--- config.mk ---
export PLATFORM = sky130hd
export DESIGN_NAME = fpu_div_24_flat
export DESIGN_NICKNAME = d
export VERILOG_FILES = /design/src/rtl/fpu_div_24_if.sv /design/src/rtl/fpu_div_24.sv /design/src/flat_wrapper.sv
export SDC_FILE = /design/constraint.sdc
export NUM_CORES = 1
export LEC_CHECK = 0
export CAP_MARGIN = 30
export CORE_ASPECT_RATIO = 1.75
export CORE_MARGIN = 1
export CORE_UTILIZATION = 45
export CTS_CLUSTER_SIZE = 16
export DETAILED_ROUTE_END_ITERATION = 12
export MAX_ROUTING_LAYER = met4
export PLACE_DENSITY_LB_ADDON = 0.12
export SLEW_MARGIN = 15
export SYNTH_ARGS = -nofsm -noshare
export SYNTH_HDL_FRONTEND = slang
export SYNTH_SLANG_ARGS = --single-unit
--- constraint.sdc ---
create_clock -name clk -period 4 [get_ports clk]
set_clock_uncertainty 0.1 [all_clocks]
set_input_delay 0.8 -clock clk [delete_from_list [all_inputs] [get_ports clk]]
set_output_delay 0.8 -clock clk [all_outputs]
set_load 0.02 [all_outputs]
--- src/rtl/fpu_div_24_if.sv ---
// -----------------------------------------------------------------------------
// fpu_div_24_if
//   Operand/result handshake bundle for the fpu_div_24 mantissa divider.
//
//   Parameters
//     WIDTH      mantissa width including hidden bit
//     TAG_WIDTH  sideband tag width
//
//   Signals
//     in_valid / in_ready        operand handshake (upstream -> divider)
//     in_a, in_b, in_tag         dividend, divisor, sideband tag
//     out_valid / out_ready      result handshake (divider -> downstream)
//     out_q                      quotient, 1 integer + WIDTH+1 fraction bits
//     out_sticky                 remainder nonzero
//     out_div_zero               divisor was zero
//     out_tag                    tag captured with the operands
//
//   Modports
//     master  drives operands and out_ready (upstream / test side)
//     slave   the divider itself
// -----------------------------------------------------------------------------
interface fpu_div_24_if #(
  parameter int WIDTH     = 24,
  parameter int TAG_WIDTH = 8
);
  logic                 in_valid;
  logic                 in_ready;
  logic [WIDTH-1:0]     in_a;
  logic [WIDTH-1:0]     in_b;
  logic [TAG_WIDTH-1:0] in_tag;
  logic                 out_valid;
  logic                 out_ready;
  logic [WIDTH+1:0]     out_q;
  logic                 out_sticky;
  logic                 out_div_zero;
  logic [TAG_WIDTH-1:0] out_tag;

  modport master (
    output in_valid, in_a, in_b, in_tag, out_ready,
    input  in_ready, out_valid, out_q, out_sticky, out_div_zero, out_tag
  );

  modport slave (
    input  in_valid, in_a, in_b, in_tag, out_ready,
    output in_ready, out_valid, out_q, out_sticky, out_div_zero, out_tag
  );
endinterface

--- src/rtl/fpu_div_24.sv ---
// -----------------------------------------------------------------------------
// fpu_div_24
//   Iterative radix-2 restoring mantissa divider.
//   out_q = floor(in_a * 2^(WIDTH+1) / in_b), out_sticky = (remainder != 0).
//   One quotient bit per BUSY cycle, WIDTH+2 iterations; a zero divisor skips
//   the iterations and returns q = all ones, sticky = 1, div_zero = 1.
//
//   Ports
//     clk    clock
//     rst_n  asynchronous active-low reset
//     bus    fpu_div_24_if.slave: operand handshake in, result handshake out
//
//   Configuration macro
//     FPU_DIV_EARLY_EXIT_EN  when defined, stop as soon as an iteration leaves
//                            a zero remainder; the remaining quotient bits are
//                            zero-filled so the result is bit-identical.
// -----------------------------------------------------------------------------
module fpu_div_24 #(
  parameter int WIDTH     = 24,
  parameter int TAG_WIDTH = 8
) (
  input  logic           clk,
  input  logic           rst_n,
  fpu_div_24_if.slave    bus
);

  localparam int QW = WIDTH + 2;
  localparam int CW = $clog2(WIDTH + 3);

  typedef enum logic [1:0] {
    S_IDLE = 2'd0,
    S_BUSY = 2'd1,
    S_DONE = 2'd2
  } state_t;

  state_t               r_state;
  state_t               w_state_next;

  logic [QW-1:0]        r_rem;
  logic [WIDTH-1:0]     r_div;
  logic [QW-1:0]        r_q;
  logic [CW-1:0]        r_cnt;
  logic [TAG_WIDTH-1:0] r_tag;
  logic                 r_sticky;
  logic                 r_div_zero;

  logic [QW-1:0]        w_div_ext;
  logic                 w_ge;
  logic [QW-1:0]        w_rem_sub;
  logic [QW-1:0]        w_q_step;
  logic                 w_last;
  logic                 w_exit;
  logic                 w_b_zero;

  // ---------------------------------------------------------------------------
  // Single iteration datapath
  // ---------------------------------------------------------------------------
  assign w_div_ext = {2'b00, r_div};
  assign w_ge      = (r_rem >= w_div_ext);
  assign w_rem_sub = w_ge ? (r_rem - w_div_ext) : r_rem;
  assign w_q_step  = {r_q[QW-2:0], w_ge};
  assign w_last    = (r_cnt == CW'(1));
  assign w_b_zero  = (bus.in_b == '0);

`ifdef FPU_DIV_EARLY_EXIT_EN
  logic w_rem_zero;
  assign w_rem_zero = (w_rem_sub == '0);
  assign w_exit     = w_last || w_rem_zero;
`else
  assign w_exit     = w_last;
`endif

  // ---------------------------------------------------------------------------
  // FSM: state register
  // ---------------------------------------------------------------------------
  always_ff @(posedge clk or negedge rst_n) begin
    if (!rst_n) begin
      r_state <= S_IDLE;
    end else begin
      r_state <= w_state_next;
    end
  end

  // ---------------------------------------------------------------------------
  // FSM: next-state logic
  // ---------------------------------------------------------------------------
  always_comb begin
    w_state_next = r_state;
    case (r_state)
      S_IDLE: begin
        if (bus.in_valid) begin
          w_state_next = w_b_zero ? S_DONE : S_BUSY;
        end
      end
      S_BUSY: begin
        if (w_exit) begin
          w_state_next = S_DONE;
        end
      end
      S_DONE: begin
        if (bus.out_ready) begin
          w_state_next = S_IDLE;
        end
      end
      default: w_state_next = S_IDLE;
    endcase
  end

  // ---------------------------------------------------------------------------
  // FSM: outputs, decoded from the state register only
  // ---------------------------------------------------------------------------
  always_comb begin
    bus.in_ready  = 1'b0;
    bus.out_valid = 1'b0;
    case (r_state)
      S_IDLE:  bus.in_ready  = 1'b1;
      S_DONE:  bus.out_valid = 1'b1;
      default: ;
    endcase
  end

  // ---------------------------------------------------------------------------
  // Datapath registers
  // ---------------------------------------------------------------------------
  always_ff @(posedge clk or negedge rst_n) begin
    if (!rst_n) begin
      r_rem      <= '0;
      r_div      <= '0;
      r_q        <= '0;
      r_cnt      <= '0;
      r_tag      <= '0;
      r_sticky   <= 1'b0;
      r_div_zero <= 1'b0;
    end else begin
      case (r_state)
        S_IDLE: begin
          if (bus.in_valid) begin
            r_rem <= {2'b00, bus.in_a};
            r_div <= bus.in_b;
            r_tag <= bus.in_tag;
            if (w_b_zero) begin
              // Result is final immediately; no iterations run.
              r_q        <= '1;
              r_sticky   <= 1'b1;
              r_div_zero <= 1'b1;
              r_cnt      <= '0;
            end else begin
              r_q        <= '0;
              r_sticky   <= 1'b0;
              r_div_zero <= 1'b0;
              r_cnt      <= CW'(WIDTH + 2);
            end
          end
        end
        S_BUSY: begin
          // The subtracted remainder is always below the divisor, so the
          // shift never loses a significant bit.
          r_rem <= w_rem_sub << 1;
          r_cnt <= r_cnt - CW'(1);
`ifdef FPU_DIV_EARLY_EXIT_EN
          if (w_rem_zero) begin
            // Zero-fill the quotient bits the skipped iterations would produce.
            r_q   <= w_q_step << (r_cnt - CW'(1));
            r_cnt <= '0;
          end else begin
            r_q <= w_q_step;
          end
`else
          r_q <= w_q_step;
`endif
          if (w_exit) begin
            r_sticky <= (w_rem_sub != '0);
          end
        end
        default: ;
      endcase
    end
  end

  assign bus.out_q        = r_q;
  assign bus.out_sticky   = r_sticky;
  assign bus.out_div_zero = r_div_zero;
  assign bus.out_tag      = r_tag;

endmodule
--- src/flat_wrapper.sv ---
// flat-port wrapper written by rule: the top's interface ports become plain ports
module fpu_div_24_flat 
#(
  parameter int WIDTH     = 24,
  parameter int TAG_WIDTH = 8
)
  (clk, rst_n, bus_in_valid, bus_in_a, bus_in_b, bus_in_tag, bus_out_ready, bus_in_ready, bus_out_valid, bus_out_q, bus_out_sticky, bus_out_div_zero, bus_out_tag);
  fpu_div_24_if #(.WIDTH(WIDTH), .TAG_WIDTH(TAG_WIDTH)) bus_i ();
  input  logic clk;
  input  logic rst_n;
  input wire logic [$bits(bus_i.in_valid)-1:0] bus_in_valid;
  input wire logic [$bits(bus_i.in_a)-1:0] bus_in_a;
  input wire logic [$bits(bus_i.in_b)-1:0] bus_in_b;
  input wire logic [$bits(bus_i.in_tag)-1:0] bus_in_tag;
  input wire logic [$bits(bus_i.out_ready)-1:0] bus_out_ready;
  output wire logic [$bits(bus_i.in_ready)-1:0] bus_in_ready;
  output wire logic [$bits(bus_i.out_valid)-1:0] bus_out_valid;
  output wire logic [$bits(bus_i.out_q)-1:0] bus_out_q;
  output wire logic [$bits(bus_i.out_sticky)-1:0] bus_out_sticky;
  output wire logic [$bits(bus_i.out_div_zero)-1:0] bus_out_div_zero;
  output wire logic [$bits(bus_i.out_tag)-1:0] bus_out_tag;
  assign bus_i.in_valid = bus_in_valid;
  assign bus_i.in_a = bus_in_a;
  assign bus_i.in_b = bus_in_b;
  assign bus_i.in_tag = bus_in_tag;
  assign bus_i.out_ready = bus_out_ready;
  assign bus_in_ready = bus_i.in_ready;
  assign bus_out_valid = bus_i.out_valid;
  assign bus_out_q = bus_i.out_q;
  assign bus_out_sticky = bus_i.out_sticky;
  assign bus_out_div_zero = bus_i.out_div_zero;
  assign bus_out_tag = bus_i.out_tag;
  fpu_div_24 #(.WIDTH(WIDTH), .TAG_WIDTH(TAG_WIDTH)) u_core (.clk(clk), .rst_n(rst_n), .bus(bus_i));
endmodule
==> results of run 1 <==
## registers in the layout, summed over array words and instances (netlist names)
signal / flops
u_core.bus.out_q: 26
u_core.r_rem: 26
u_core.r_div: 24
u_core.bus.out_tag: 8
u_core.r_cnt: 5
u_core.r_state: 2
u_core.bus.out_div_zero: 1
u_core.bus.out_sticky: 1
## worst max-delay path: cells and delay by family (launching register included)
kind	cells	cell delay (ns)
compound gates	7	1.64
fa+ha+maj	2	0.56
buf+inv	2	0.13
flops	1	0.39
simple gates	2	0.59
## Yosys cell counts (2+ instances only)
cell	instances
sky130_fd_sc_hd__nand2b_1	4
sky130_fd_sc_hd__inv_1	34
sky130_fd_sc_hd__ha_1	26
sky130_fd_sc_hd__o211ai_1	4
sky130_fd_sc_hd__mux2_2	10
sky130_fd_sc_hd__o31ai_1	2
sky130_fd_sc_hd__nor3_1	9
sky130_fd_sc_hd__nand3b_1	2
sky130_fd_sc_hd__xnor2_1	7
sky130_fd_sc_hd__and3_1	5
sky130_fd_sc_hd__o22a_1	23
sky130_fd_sc_hd__a211oi_1	2
sky130_fd_sc_hd__clkbuf_1	32
sky130_fd_sc_hd__o22ai_1	22
sky130_fd_sc_hd__nor3b_1	2
sky130_fd_sc_hd__nor2_1	30
sky130_fd_sc_hd__mux2i_1	2
sky130_fd_sc_hd__a41o_1	2
sky130_fd_sc_hd__o21a_1	4
sky130_fd_sc_hd__o21bai_1	5
sky130_fd_sc_hd__a2111oi_2	2
sky130_fd_sc_hd__xor2_1	13
sky130_fd_sc_hd__a31o_2	2
sky130_fd_sc_hd__o41ai_1	3
sky130_fd_sc_hd__a21oi_1	66
sky130_fd_sc_hd__a21o_1	6
sky130_fd_sc_hd__a31oi_1	14
sky130_fd_sc_hd__dfrtp_1	93
sky130_fd_sc_hd__and4_1	3
sky130_fd_sc_hd__a211oi_2	4
sky130_fd_sc_hd__nor4_1	11
sky130_fd_sc_hd__nand3_1	10
sky130_fd_sc_hd__nand2_1	102
sky130_fd_sc_hd__buf_2	10
sky130_fd_sc_hd__buf_6	3
sky130_fd_sc_hd__o21ai_0	88
sky130_fd_sc_hd__nand4_1	11
sky130_fd_sc_hd__o2111ai_1	2
## cells by family (layout without fill, tap and decap cells)
logic type,Yosys count,in the layout,synth area share [%]
buf+inv,82,160,5.89
simple gates,198,198,15.6
fa+ha+maj,27,27,5.87
compound gates,261,261,27.9
flops,93,93,39.5
mux,12,12,2.25
xor+xnor,20,20,2.98
## worst paths after layout
check | from | end | slack [ns] | depth (start not counted)
max in group asynchronous | rst_n | u_core.r_div[8] | 2.58 | 2
worst min register to register | u_core.bus.out_q[25] | u_core.bus.out_q[25] | 0.40 | 2
min in group clk | u_core.bus.out_q[25] | u_core.bus.out_q[25] | 0.40 | 2
worst max register to register | u_core.r_rem[0] | u_core.bus.out_sticky | 0.46 | 13
worst max-delay path | u_core.r_rem[0] | u_core.bus.out_sticky | 0.46 | 13
worst min-delay path | rst_n | u_core.r_rem[2] | 0.35 | 1
## layer usage
layer / part of all wire [%] / track usage (%) / vias to the layer above
li1: - / - / 2668
met1: 41 / 32.3 / 2664
met2: 51 / 47.6 / 159
met3: 3.5 / 3.19 / 50
met4: 4.4 / 14.4 / 0
met5: 0 / - / -
## through the flow
stage	area (sq um)	worst slack [ns]	std cells	total power, W	hold slack [ns]
6_report	7250	0.457	939	0.00749	0.347
2_1_floorplan	5890	1.08	693	0.00524	0.370
4_1_cts	7250	0.420	939	0.00746	0.379
3_5_place_dp	6960	0.445	923	0.00656	0.379
5_1_grt	7250	0.255	939	0.00806	0.389
3_3_place_gp	6960	0.472	923	0.00652	0.374
## power by group
group / leakage, nW / internal (W) / switching, W
Sequential: 1.15 / 0.00136 / 0.000382
Clock: 0.145 / 0.000438 / 0.000424
Combinational: 1.69 / 0.00195 / 0.00293
## final cells by class
class	count	area [sq um]	area share, %
multi-input combinational	518	3230	44.6
timing repair buffer	109	1060	14.6
clock inverter	7	67.6	0.932
sequential	93	2330	32.1
tap	168	210	2.90
clock buffer	9	225	3.11
inverter	35	131	1.81
==> flow_metrics.env, run 1 <==
export IMPL_die_area_sq_um=13600
export IMPL_synthesis_area_per_instance_sq_um=8.49
export IMPL_final_cell_mix="sky130_fd_sc_hd__nand2_1 (102), sky130_fd_sc_hd__clkdlybuf4s50_1 (96), sky130_fd_sc_hd__dfrtp_1 (93), sky130_fd_sc_hd__o21ai_0 (87), sky130_fd_sc_hd__a21oi_1 (66)"
export IMPL_crit_chain="inv_1 > ha_1 > inv_1 > fa_1 > a21o_1 > a221oi_4 > o22ai_2 > o21ai_2 > and2_4 > a211oi_2 > a2111oi_1 > and4_1 > a21oi_1"
export IMPL_post_synth_edffs=0
export IMPL_grt_setup_unrepaired="false"
export IMPL_netlist_top_cells_area="sky130_fd_sc_hd__dfrtp_1 (40%), sky130_fd_sc_hd__o21ai_0 (7.5%), sky130_fd_sc_hd__nand2_1 (6.5%), sky130_fd_sc_hd__a21oi_1 (5.6%), sky130_fd_sc_hd__ha_1 (5.5%)"
export IMPL_layout_cells_most_common="sky130_fd_sc_hd__nand2_1"
export IMPL_relSlewSlack_pct=53.2
export IMPL_cts_sinks=93
export IMPL_max_clock_path_buffers=2
export IMPL_final_core_utilization_pct=57.4
export IMPL_finalHoldViolations=0
export IMPL_grt_max_degree=54
export IMPL_dieWidth_microns=88.5
export IMPL_post_route_cells_drive_above_1_share_pct=7.65
export IMPL_tns_ns=0
export IMPL_detail_route_iter0_violations=319
export IMPL_initial_core_utilization_pct=46.6
export IMPL_clk_latency_ns=0.36
export IMPL_cts_resized=0
export IMPL_period_needed_ns=3.54
export IMPL_crit_path_frequent_cell="sky130_fd_sc_hd__inv_1"
export IMPL_port_buffers=97
export IMPL_core_region_area_sq_um=12600
export IMPL_syn_nets=780
export IMPL_worstSetupPathType="flop to flop"
export IMPL_flow_area_growth_from_synthesis_pct=23.2
export IMPL_cts_inserted_buffers=9
export IMPL_remaining_drc_errors=0
export IMPL_detailedRoute_firstPassIterationCount=5
export IMPL_drv_slew=0
export IMPL_cp_data_required_time_ns=4.12
export IMPL_route_vias_total=5541
export IMPL_yosys_cell_types_count=61
export IMPL_ys_seq_elements=93
export IMPL_maxCapViolCount=0
export IMPL_start_kind="flop"
export IMPL_cp_max_fo=18
export IMPL_wl_per_cell_microns=19.0
export IMPL_worst_margin_slew_ns=0.702
export IMPL_antenna_diode_count=0
export IMPL_critical_path_s_largest_stage_delay_ns=0.53
export IMPL_post_synth_top_area_cell="sky130_fd_sc_hd__dfrtp_1"
export IMPL_die_height_microns=153
export IMPL_buffers_inserted_by_post_cts_timing_repair=0
export IMPL_status="finished, final reports clean"
export IMPL_cts_hold_fix_buffers=0
export IMPL_layout_filler_cells=1181
export IMPL_max_ir_drop_vdd_mv=0.342
export IMPL_clk_pin_slew_worst_paths_ns=0.08
export IMPL_ys_flop_type="sky130_fd_sc_hd__dfrtp_1"
export IMPL_postSynth_asyncResetShare_pct=100
export IMPL_worst_hold_path_type="primary input to asynchronous set/reset pin"
export IMPL_place_detailed_hpwl_mm=13.7
export IMPL_boundaryPins=98
export IMPL_htree_num_levels=3
export IMPL_power_density_nw_per_um2=1030
export IMPL_min_period_over_period_pct=88.6
export IMPL_post_synthesis_cells=693
export IMPL_synthDominantCellAreaShare_pct=39.5
export IMPL_grt_pass1_wl_mm=28.5
export IMPL_synth_seq_area_share_pct=39.5
export IMPL_tritoncts="yes"
export IMPL_cp_arrival_ns=3.67
export IMPL_power_leakage_nw=2.98
export IMPL_grt_overflow_total=0
export IMPL_syn_area_sq_um=5890
export IMPL_track_usage_pct=28.3
export IMPL_critical_path_slowest_cell="sky130_fd_sc_hd__a2111oi_1"
export IMPL_detail_route_vias_per_cell=5.90
export IMPL_finalNetCount=853
export IMPL_antenna_found_initial=0
export IMPL_achievable_frequency_mhz=282
export IMPL_floorplan_rows=54
export IMPL_gp_congestion=0.984
export IMPL_cts_root_buf="sky130_fd_sc_hd__clkbuf_16"
export IMPL_yosys_warnings=0
export IMPL_timing_final_setup_violations=0
export IMPL_crit_path_end_kind="flop"
export IMPL_ant_nets=0
export IMPL_first_global_vias=5621
export IMPL_total_routed_length_mm=17.9
No activity file was read; power rests on OpenSTA's default activity.
==> run 2: changes to the inputs <==
- ABC_AREA: unset -> 1
==> run 2 against run 1 <==
Hold slack gained 0.035 ns. First-iteration DRC count grew 17%. Die area grew 6.0%. Count of clock-buffer cells in the layout is the same.
==> flow_metrics.env, run 2 <==
export IMPL_status="finished, final reports clean"
export IMPL_finalNetCount=1111
export IMPL_floorplan_rows=56
export IMPL_worst_reg2reg_startpoint="u_core.r_div[21]"
export IMPL_start_kind="flop"
export IMPL_yosys_cell_types_count=40
export IMPL_drv_slew=0
export IMPL_detail_route_iter0_violations=373
export IMPL_setup_worst_path_start="u_core.r_div[21]"
export IMPL_timing_final_setup_violations=0
export IMPL_cts_inserted_buffers=9
export IMPL_post_synth_edffs=0
export IMPL_synth_seq_area_share_pct=37.3
export IMPL_track_usage_pct=28.1
export IMPL_syn_nets=1024
export IMPL_hold_path_end="u_core.bus.out_tag[5]"
export IMPL_ys_flop_type="sky130_fd_sc_hd__dfrtp_1"
export IMPL_htree_num_levels=3
export IMPL_clk_pin_slew_worst_paths_ns=0.08
export IMPL_period_needed_ns=3.35
export IMPL_antenna_diode_count=0
export IMPL_cts_sinks=93
export IMPL_reg2reg_to="u_core.bus.out_sticky"
export IMPL_detail_route_vias_per_cell=5.06
export IMPL_cp_max_fo=33
export IMPL_met2_wirelength_mm=9.66
export IMPL_grt_overflow_total=0
export IMPL_worst_margin_slew_ns=0.759
export IMPL_gp_congestion=1.05
export IMPL_die_area_sq_um=14400
export IMPL_r2r_setup_slack_ns=0.65
export IMPL_postSynth_asyncResetShare_pct=100
export IMPL_grt_pass1_wl_mm=30.1
export IMPL_yosysMostFrequentCell="sky130_fd_sc_hd__nand2_1"
export IMPL_placement_cell_area_sq_um=7360
export IMPL_wl_met1_mm=7.66
export IMPL_place_detailed_hpwl_mm=14.7
export IMPL_clk_latency_ns=0.35
export IMPL_synthDominantCellAreaShare_pct=37.3
export IMPL_netlist_top_cells_area="sky130_fd_sc_hd__dfrtp_1 (37%), sky130_fd_sc_hd__nand2_1 (20%), sky130_fd_sc_hd__inv_1 (8.8%), sky130_fd_sc_hd__o21ai_0 (7.4%), sky130_fd_sc_hd__ha_1 (5.2%)"
export IMPL_dieWidth_microns=91.1
export IMPL_ys_seq_elements=93
export IMPL_tritoncts="yes"
export IMPL_final_cell_mix="sky130_fd_sc_hd__nand2_1 (336), sky130_fd_sc_hd__inv_1 (147), sky130_fd_sc_hd__clkdlybuf4s50_1 (96), sky130_fd_sc_hd__dfrtp_1 (93), sky130_fd_sc_hd__o21ai_0 (92)"
export IMPL_layout_cells_most_common="sky130_fd_sc_hd__nand2_1"
export IMPL_syn_area_sq_um=6250
export IMPL_relSlewSlack_pct=49.1
export IMPL_core_region_area_sq_um=13500
export IMPL_cts_hold_fix_buffers=0
export IMPL_post_route_cells_drive_above_1_share_pct=4.09
export IMPL_route_met3_wl_microns=640
export IMPL_synth_top_cells_by_count="sky130_fd_sc_hd__nand2_1 (336), sky130_fd_sc_hd__inv_1 (147), sky130_fd_sc_hd__dfrtp_1 (93), sky130_fd_sc_hd__o21ai_0 (92), sky130_fd_sc_hd__nor2_1 (59)"
export IMPL_min_from="u_core.bus.out_tag[5]"
export IMPL_first_global_vias=6057
export IMPL_maxCapViolCount=0
export IMPL_antenna_found_initial=0
export IMPL_worst_hold_path_type="flop to flop"
export IMPL_detailedRoute_firstPassIterationCount=5
export IMPL_cts_root_buf="sky130_fd_sc_hd__clkbuf_16"
export IMPL_yosys_warnings=0
export IMPL_boundaryPins=98
export IMPL_initial_core_utilization_pct=46.4
export IMPL_post_route_cell_area_sq_um=7640
export IMPL_worstSetupPathType="flop to flop"
export IMPL_port_buffers=97
export IMPL_grt_setup_unrepaired="false"
export IMPL_achievable_frequency_mhz=299
export IMPL_tns_ns=0
export IMPL_min_period_over_period_pct=83.7
export IMPL_grt_max_degree=54
export IMPL_total_routed_length_mm=18.8
export IMPL_remaining_drc_errors=0
export IMPL_route_vias_total=6082
export IMPL_cp_data_required_time_ns=4.15
export IMPL_layout_filler_cells=1360
export IMPL_finalHoldViolations=0
export IMPL_r2r_cells=16
export IMPL_cp_arrival_ns=3.50
export IMPL_die_height_microns=158
export IMPL_top_layer="met4"
export IMPL_synthesis_area_per_instance_sq_um=6.67
export IMPL_buffers_inserted_by_post_cts_timing_repair=0
export IMPL_hold_depth=2
export IMPL_max_clock_path_buffers=2
export IMPL_post_synthesis_cells=937
export IMPL_wl_per_cell_microns=15.7
export IMPL_crit_path_end_kind="flop"
export IMPL_post_synth_top_area_cell="sky130_fd_sc_hd__dfrtp_1"
export IMPL_flow_area_growth_from_synthesis_pct=22.3
export IMPL_cts_resized=0
export IMPL_ant_nets=0
## run 2: worst max-delay path by stage
stage / slack (ns) / end / cells after the start
6_report: 0.65 / u_core.bus.out_sticky / 16
5_1_grt: 0.46 / u_core.bus.out_sticky / 18
4_1_cts: 0.73 / u_core.bus.out_sticky / 16
3_5_place_dp: 0.73 / u_core.bus.out_sticky / 16
3_3_place_gp: 0.80 / u_core.bus.out_sticky / 16
2_1_floorplan: 1.64 / u_core.bus.out_sticky / 17
## run 2: layer usage
metal | up-vias | GRT usage [%]
met5 | - | -
met4 | 0 | 14.1
met3 | 38 | 3.60
met2 | 143 | 50.0
met1 | 2784 | 30.7
li1 | 3117 | -
## run 2: stage by stage
step,hold WS [ns],worst slack (ns),util [%],instances
after detailed placement,0.366,0.728,54.7,1187
final,0.383,0.654,56.8,1202
after floorplan,0.353,1.64,-,937
after global placement,0.364,0.797,54.7,1187
after CTS,0.385,0.727,56.8,1202
after global routing,0.404,0.461,56.8,1202
## run 2: kinds of logic after synthesis
| group | count (synthesis) | synth area share [%] |
|---|---|---|
| AO/OA/AOI/OAI | 144 | 12.2 |
| AND/OR/NAND/NOR | 483 | 32.3 |
| adder cells (fa/ha/maj) | 27 | 5.53 |
| flip-flops | 93 | 37.3 |
| XOR/XNOR | 11 | 1.54 |
| buffers and inverters | 179 | 11.1 |
## run 2: worst max-delay path, stage by stage, from the launching register on
cell and delay (ns):
sky130_fd_sc_hd__dfrtp_1 0.36, sky130_fd_sc_hd__inv_1 0.05, sky130_fd_sc_hd__ha_1 0.38, sky130_fd_sc_hd__a21oi_1 0.29, sky130_fd_sc_hd__nand2_1 0.09, sky130_fd_sc_hd__nand2_1 0.09, sky130_fd_sc_hd__nand3_2 0.10, sky130_fd_sc_hd__nor2_4 0.29
sky130_fd_sc_hd__nand2_4 0.30, sky130_fd_sc_hd__inv_1 0.32, sky130_fd_sc_hd__nand2_1 0.11, sky130_fd_sc_hd__nand2_1 0.14, sky130_fd_sc_hd__nand4_1 0.11, sky130_fd_sc_hd__nor2_1 0.26, sky130_fd_sc_hd__nand3_1 0.13, sky130_fd_sc_hd__nand2_1 0.07
sky130_fd_sc_hd__nand2_1 0.04
## run 2: cell type report
type	count	area [sq um]	area share, %
Tap cell	174	218	2.85
Multi-Input combinational cell	665	3230	42.2
Clock inverter	6	55.1	0.721
Sequential cell	93	2330	30.5
Inverter	151	567	7.42
Clock buffer	9	225	2.95
Timing Repair Buffer	104	1020	13.4
Power of run 2 is left out: the tool's default activity adds up to more than one toggle a clock period on the data nets, which glitch-free logic cannot reach.
